### src/rtl/cosine_pkg.sv
// Shared constants, coefficient table and FSM states for the cosine series unit.
// Q5.11 fixed point throughout.
package cosine_pkg;

    localparam int FRAC_BITS = 11;
    localparam int WIDTH     = 16;
    localparam int ONE       = 2048;
    localparam int X_MAX     = 6434;

    typedef enum logic [2:0] {
        S_IDLE,
        S_SQR,
        S_MULX,
        S_MULC,
        S_ACC,
        S_DONE
    } state_e;

    // 1/(2k(2k-1)) factors turning t_{k-1}*x^2 into the next Taylor term
    function automatic logic [WIDTH-1:0] coef(input logic [2:0] k);
        logic [WIDTH-1:0] c;
        c = '0;
        unique case (k)
            3'd1:    c = 16'd1024;
            3'd2:    c = 16'd171;
            3'd3:    c = 16'd68;
            3'd4:    c = 16'd37;
            default: c = '0;
        endcase
        return c;
    endfunction

endpackage

### src/rtl/cosine_series_mult.sv
// Combinational Q5.11 unsigned multiply: product bits [26:11], truncated.
// Bits above 26 are dropped by the 16-bit cast.
module cosine_series_mult
    import cosine_pkg::*;
(
    input  logic [WIDTH-1:0] a_i,
    input  logic [WIDTH-1:0] b_i,
    output logic [WIDTH-1:0] p_o
);

    assign p_o = WIDTH'((32'(a_i) * 32'(b_i)) >> FRAC_BITS);

endmodule

### src/rtl/cosine_series.sv
// Iterative Taylor-series cosine with one time-shared multiplier.
// Each term costs MULX, MULC and ACC cycles after a single squaring cycle.
module cosine_series
    import cosine_pkg::*;
#(
    parameter int N_TERMS = 4
) (
    input  logic        clk,
    input  logic        rst,
    input  logic        start,
    input  logic [15:0] x,
    output logic        busy,
    output logic        done,
    output logic [15:0] result,
    output logic        range_err
);

    localparam logic [2:0]       K_LAST = 3'(N_TERMS);
    localparam logic [WIDTH-1:0] XMAXV  = WIDTH'(X_MAX);
    localparam logic [WIDTH-1:0] ONEV   = WIDTH'(ONE);

    state_e state_q, state_d;

    logic [WIDTH-1:0] x_q, x_d;
    logic [WIDTH-1:0] x2_q, x2_d;
    logic [WIDTH-1:0] p_q, p_d;
    logic [WIDTH-1:0] t_q, t_d;
    logic signed [WIDTH-1:0] acc_q, acc_d;
    logic [WIDTH-1:0] res_q, res_d;
    logic [2:0]       k_q, k_d;
    logic             clamp_q, clamp_d;

    logic [WIDTH-1:0] mul_a, mul_b, mul_p;
    logic             accept;

    assign accept = start && (state_q == S_IDLE || state_q == S_DONE);

    cosine_series_mult u_mult (
        .a_i (mul_a),
        .b_i (mul_b),
        .p_o (mul_p)
    );

    always_comb begin
        state_d = state_q;
        unique case (state_q)
            S_IDLE:  if (start) state_d = S_SQR;
            S_SQR:   state_d = S_MULX;
            S_MULX:  state_d = S_MULC;
            S_MULC:  state_d = S_ACC;
            S_ACC:   state_d = (k_q < K_LAST) ? S_MULX : S_DONE;
            S_DONE:  state_d = start ? S_SQR : S_IDLE;
            default: state_d = S_IDLE;
        endcase
    end

    always_comb begin
        mul_a = t_q;
        mul_b = x2_q;
        unique case (state_q)
            S_SQR: begin
                mul_a = x_q;
                mul_b = x_q;
            end
            S_MULC: begin
                mul_a = p_q;
                mul_b = coef(k_q);
            end
            default: begin
                mul_a = t_q;
                mul_b = x2_q;
            end
        endcase
    end

    always_comb begin
        x_d     = x_q;
        x2_d    = x2_q;
        p_d     = p_q;
        t_d     = t_q;
        acc_d   = acc_q;
        res_d   = res_q;
        k_d     = k_q;
        clamp_d = clamp_q;
        if (accept) begin
            clamp_d = (x > XMAXV);
            x_d     = (x > XMAXV) ? XMAXV : x;
            t_d     = ONEV;
            acc_d   = $signed(ONEV);
            k_d     = 3'd1;
        end
        unique case (state_q)
            S_SQR:  x2_d = mul_p;
            S_MULX: p_d  = mul_p;
            S_MULC: t_d  = mul_p;
            S_ACC: begin
                // odd terms carry the minus sign of the series
                if (k_q[0]) acc_d = acc_q - $signed(t_q);
                else        acc_d = acc_q + $signed(t_q);
                if (k_q < K_LAST) k_d = k_q + 3'd1;
                else              res_d = acc_d;
            end
            default: ;
        endcase
    end

    always_ff @(posedge clk) begin
        if (rst) begin
            state_q <= S_IDLE;
            x_q     <= '0;
            x2_q    <= '0;
            p_q     <= '0;
            t_q     <= '0;
            acc_q   <= '0;
            res_q   <= '0;
            k_q     <= '0;
            clamp_q <= 1'b0;
        end else begin
            state_q <= state_d;
            x_q     <= x_d;
            x2_q    <= x2_d;
            p_q     <= p_d;
            t_q     <= t_d;
            acc_q   <= acc_d;
            res_q   <= res_d;
            k_q     <= k_d;
            clamp_q <= clamp_d;
        end
    end

    assign busy      = (state_q == S_SQR)  || (state_q == S_MULX) ||
                       (state_q == S_MULC) || (state_q == S_ACC);
    assign done      = (state_q == S_DONE);
    assign result    = res_q;
    assign range_err = done && clamp_q;

endmodule

### config.mk
export PLATFORM = sky130hd
export DESIGN_NAME = cosine_series
export DESIGN_NICKNAME = d
export VERILOG_FILES = /design/src/rtl/cosine_pkg.sv /design/src/rtl/cosine_series_mult.sv /design/src/rtl/cosine_series.sv
export SDC_FILE = /design/constraint.sdc
export NUM_CORES = 1
export LEC_CHECK = 0
export ABC_CLOCK_PERIOD_IN_PS = 10500
export CORE_MARGIN = 2
export CORE_UTILIZATION = 35
export CTS_CLUSTER_SIZE = 20
export DETAILED_ROUTE_END_ITERATION = 12
export PLACE_DENSITY = 0.52
export SYNTH_ARGS = -nofsm -noshare
export SYNTH_HDL_FRONTEND = slang
export SYNTH_HIERARCHICAL = 1
export SYNTH_SLANG_ARGS = --single-unit
### constraint.sdc
create_clock -name clk -period 10.5 [get_ports clk]
set_input_delay 2.1 -clock clk [delete_from_list [all_inputs] [get_ports clk]]
set_output_delay 2.1 -clock clk [all_outputs]
set_load 0.01 [all_outputs]
==> flow_summary.json <==
{
  "crit_type": "reg -> reg",
  "die_h_um": 197,
  "num_vias": 10300,
  "wl_met2_um": 17100,
  "wl_met1_um": 16400,
  "ys_seq_area_share_pct": 15.9,
  "ys_dominant_reg_cell": "dfxtp_1",
  "cp-startpoint": "state_q[2]",
  "synth_seq_cells": 103,
  "antenna_cells": 0,
  "wl_um": 34800,
  "regArea_um2": 2060,
  "rsz0062_at_grt": "false",
  "cts_hold_buf": 0,
  "grt_antenna_before_repair": 0,
  "cts_setup_buffers": 0,
  "hold_ws_ns": 0.457,
  "via_per_inst": 5.05,
  "top_layer": "met4",
  "endpoint_kind": "register",
  "required_ns": 10.78,
  "cts_root_buf": "clkbuf_16",
  "clk_pin_slew_ns": 0.08,
  "synth-async-reset-ratio_pct": 0,
  "rows": 70,
  "port_buffers": 37,
  "cts_made_buffers": 9,
  "io_pins": 38,
  "dp_hpwl_um": 26400,
  "clk_path_buf_depth": 2,
  "wl_met3_um": 939,
  "r2r_end": "t_q[15]",
  "drive_above_1_share_pct": 5.30,
  "leakage_nw": 6.16,
  "core_um2": 36500,
  "cts.sinks": 103,
  "start_kind": "register",
  "path_max_fanout": 25,
  "multi_input_area_um2": 9770,
  "timing.fmax_mhz": 126,
  "fin_ws_ns": 2.57,
  "p_per_area_nw_per_um2": 70.6,
  "rrSetupSlack_ns": 2.57,
  "max_slew_margin_pct": 27.9,
  "tns_ns": 0,
  "min_from": "p_q[8]",
  "cts-resized-gates": 0,
  "nFillCells": 3742,
  "area_growth_pct": 8.97,
  "dr.pass1.iters": 4,
  "ir_drop_mv": 0.0933,
  "pre_cts_slack_ns": 2.60,
  "worstPathArrival_ns": 8.21,
  "synth_cell_types": 66,
  "fin_crit_ns": 7.93,
  "syn_area_per_cell_um2": 8.29,
  "setup_violations": 0,
  "rr_worst_depth": 24,
  "drt_iter0_markers": 509,
  "tightestPinTransition_ns": 1.07,
  "grt_pass1_wl_um": 58500,
  "yosysWarnings": 6,
  "status": "complete, no violations",
  "avgRoutedWirePerCell_um": 17.1,
  "grt_start_max_net_pins": 73,
  "grt.total_usage_pct": 19.1,
  "grt_pass1_vias": 10700,
  "timing.final.max_slew_violations": 0,
  "syn-num-nets": 1866,
  "worstSetupEndpoint": "t_q[15]",
  "cts_tree": "built",
  "hold_class": "reg -> reg",
  "hold_viol_final": 0,
  "fin_crit_sh_pct": 75.5,
  "cts-htree-levels": 3,
  "synth-edff-count": 0,
  "gp_congestion": 0.831,
  "nNetsFinal": 1862,
  "drc": 0,
  "mappedNetlistArea_um2": 13000,
  "syn_inst": 1566,
  "fin_worst_skew_ns": 0.0106,
  "worstSkewPairLatency_ns": 0.36,
  "ant_nets": 0,
  "grt_overflow": 0,
  "die_width_um": 197,
  "dieArea_um2": 38600,
  "start_util_pct": 35.5,
  "r2r_start": "state_q[2]",
  "cap_viol_max_count": 0
}
critical path, cell delays in order (launching register included):
cell and delay (ns):
dfxtp_1 0.53, nand2b_1 0.82, buf_4 0.44, a211oi_1 0.10, a21oi_2 0.72, nand2_1 0.15
fa_1 0.42, fa_1 0.47, fa_1 0.55, inv_1 0.05, fa_1 0.50, fa_1 0.51
inv_1 0.05, fa_1 0.49, inv_1 0.05, ha_1 0.33, a21o_1 0.17, a21o_1 0.18
a21oi_2 0.25, nand2_1 0.16, o2111ai_4 0.28, o21ai_1 0.13, xnor2_1 0.24, nand2_1 0.08
a21oi_1 0.16
synthesized netlist by cell type (all sizes together), types with 4 or more instances:
| library cell | number | area (um2) |
|---|---|---|
| nand3 | 26 | 130 |
| nand2 | 303 | 1140 |
| nor3b | 7 | 52.6 |
| fa | 186 | 3720 |
| xor2 | 12 | 105 |
| nand3b | 4 | 30.0 |
| inv | 224 | 841 |
| a22oi | 10 | 75.1 |
| nor3 | 20 | 110 |
| a21o | 16 | 121 |
| buf | 15 | 75.1 |
| ha | 95 | 1190 |
| o31ai | 5 | 37.5 |
| o211ai | 4 | 30.0 |
| a31oi | 17 | 106 |
| nand2b | 12 | 82.6 |
| o21ai | 41 | 209 |
| nor2 | 66 | 253 |
| and2 | 111 | 694 |
| nand4 | 12 | 81.3 |
| a211oi | 14 | 130 |
| clkbuf | 67 | 253 |
| dfxtp | 103 | 2060 |
| nor2b | 10 | 62.6 |
| mux2i | 9 | 90.1 |
| xnor2 | 40 | 358 |
| a21oi | 101 | 532 |
how the worst min path moves through the flow:
stage                      endpoint  slack, ns  cells after the start
after floorplan           acc_q[12]       0.43                      2
after CTS                  x2_q[11]       0.46                      2
after global placement       p_q[3]       0.44                      2
after global routing      result[2]       0.48                      2
after detailed placement     p_q[0]       0.45                      2
final                        p_q[8]       0.46                      2
flip-flops by register name (all words and copies together), names as in the netlist:
register,count
state_q,3
x2_q,16
x_q,16
k_q,3
p_q,16
clamp_q,1
t_q,16
acc_q,16
result,16
per-stage QoR:
step | power (mW) | area (um2) | instances | util, %
3_3_place_gp | 0.678 | 13900 | 2019 | 37.9
2_1_floorplan | 0.586 | 13000 | 1566 | -
3_5_place_dp | 0.679 | 13900 | 2019 | 37.9
6_report | 0.998 | 14100 | 2035 | 38.7
5_1_grt | 1.05 | 14100 | 2035 | 38.7
4_1_cts | 1.01 | 14100 | 2035 | 38.7
kinds of logic (layout without fill, tap and decap cells):
| logic type | Yosys count | in the layout | synth area share (%) |
|---|---|---|---|
| XOR/XNOR | 52 | 52 | 3.57 |
| adder cells (fa/ha/maj) | 281 | 281 | 37.9 |
| AND/OR/NAND/NOR | 582 | 582 | 21.1 |
| flip-flops | 103 | 103 | 15.9 |
| AO/OA/AOI/OAI | 231 | 231 | 11.8 |
| multiplexers | 10 | 10 | 0.781 |
| buffers and inverters | 307 | 308 | 9.03 |
per-layer routing:
metal	up-vias	track usage [%]
met3	26	1.98
met1	5177	26.3
met4	0	2.75
li1	4915	-
met5	-	0
met2	157	33.0
layout by cell type (no fill, tap or decap), types with 31 or more instances in the layout:
cell type        instances
fa_1                   186
buf_4                   31
a21oi_1                 96
nand2_1                303
xnor2_1                 39
clkdlybuf4s50_1         36
and2_1                 111
dfxtp_1                103
nor2_1                  64
inv_1                  224
ha_1                    95
power by group:
part | leakage, nW | internal (mW) | total (mW) | switching (mW)
registers | 0.833 | 0.398 | 0.407 | 0.00969
logic | 5.19 | 0.0861 | 0.261 | 0.175
clock network | 0.136 | 0.166 | 0.330 | 0.164
cell type report:
type	instances	area share, %
repair buffers	67	4.19
clock buffers	10	1.62
inverters	225	5.97
multi-input cells	1156	69.1
clock inverters	6	0.380
well taps	468	4.14
flip-flops and latches	103	14.6
No activity file was read; power rests on OpenSTA's default activity.
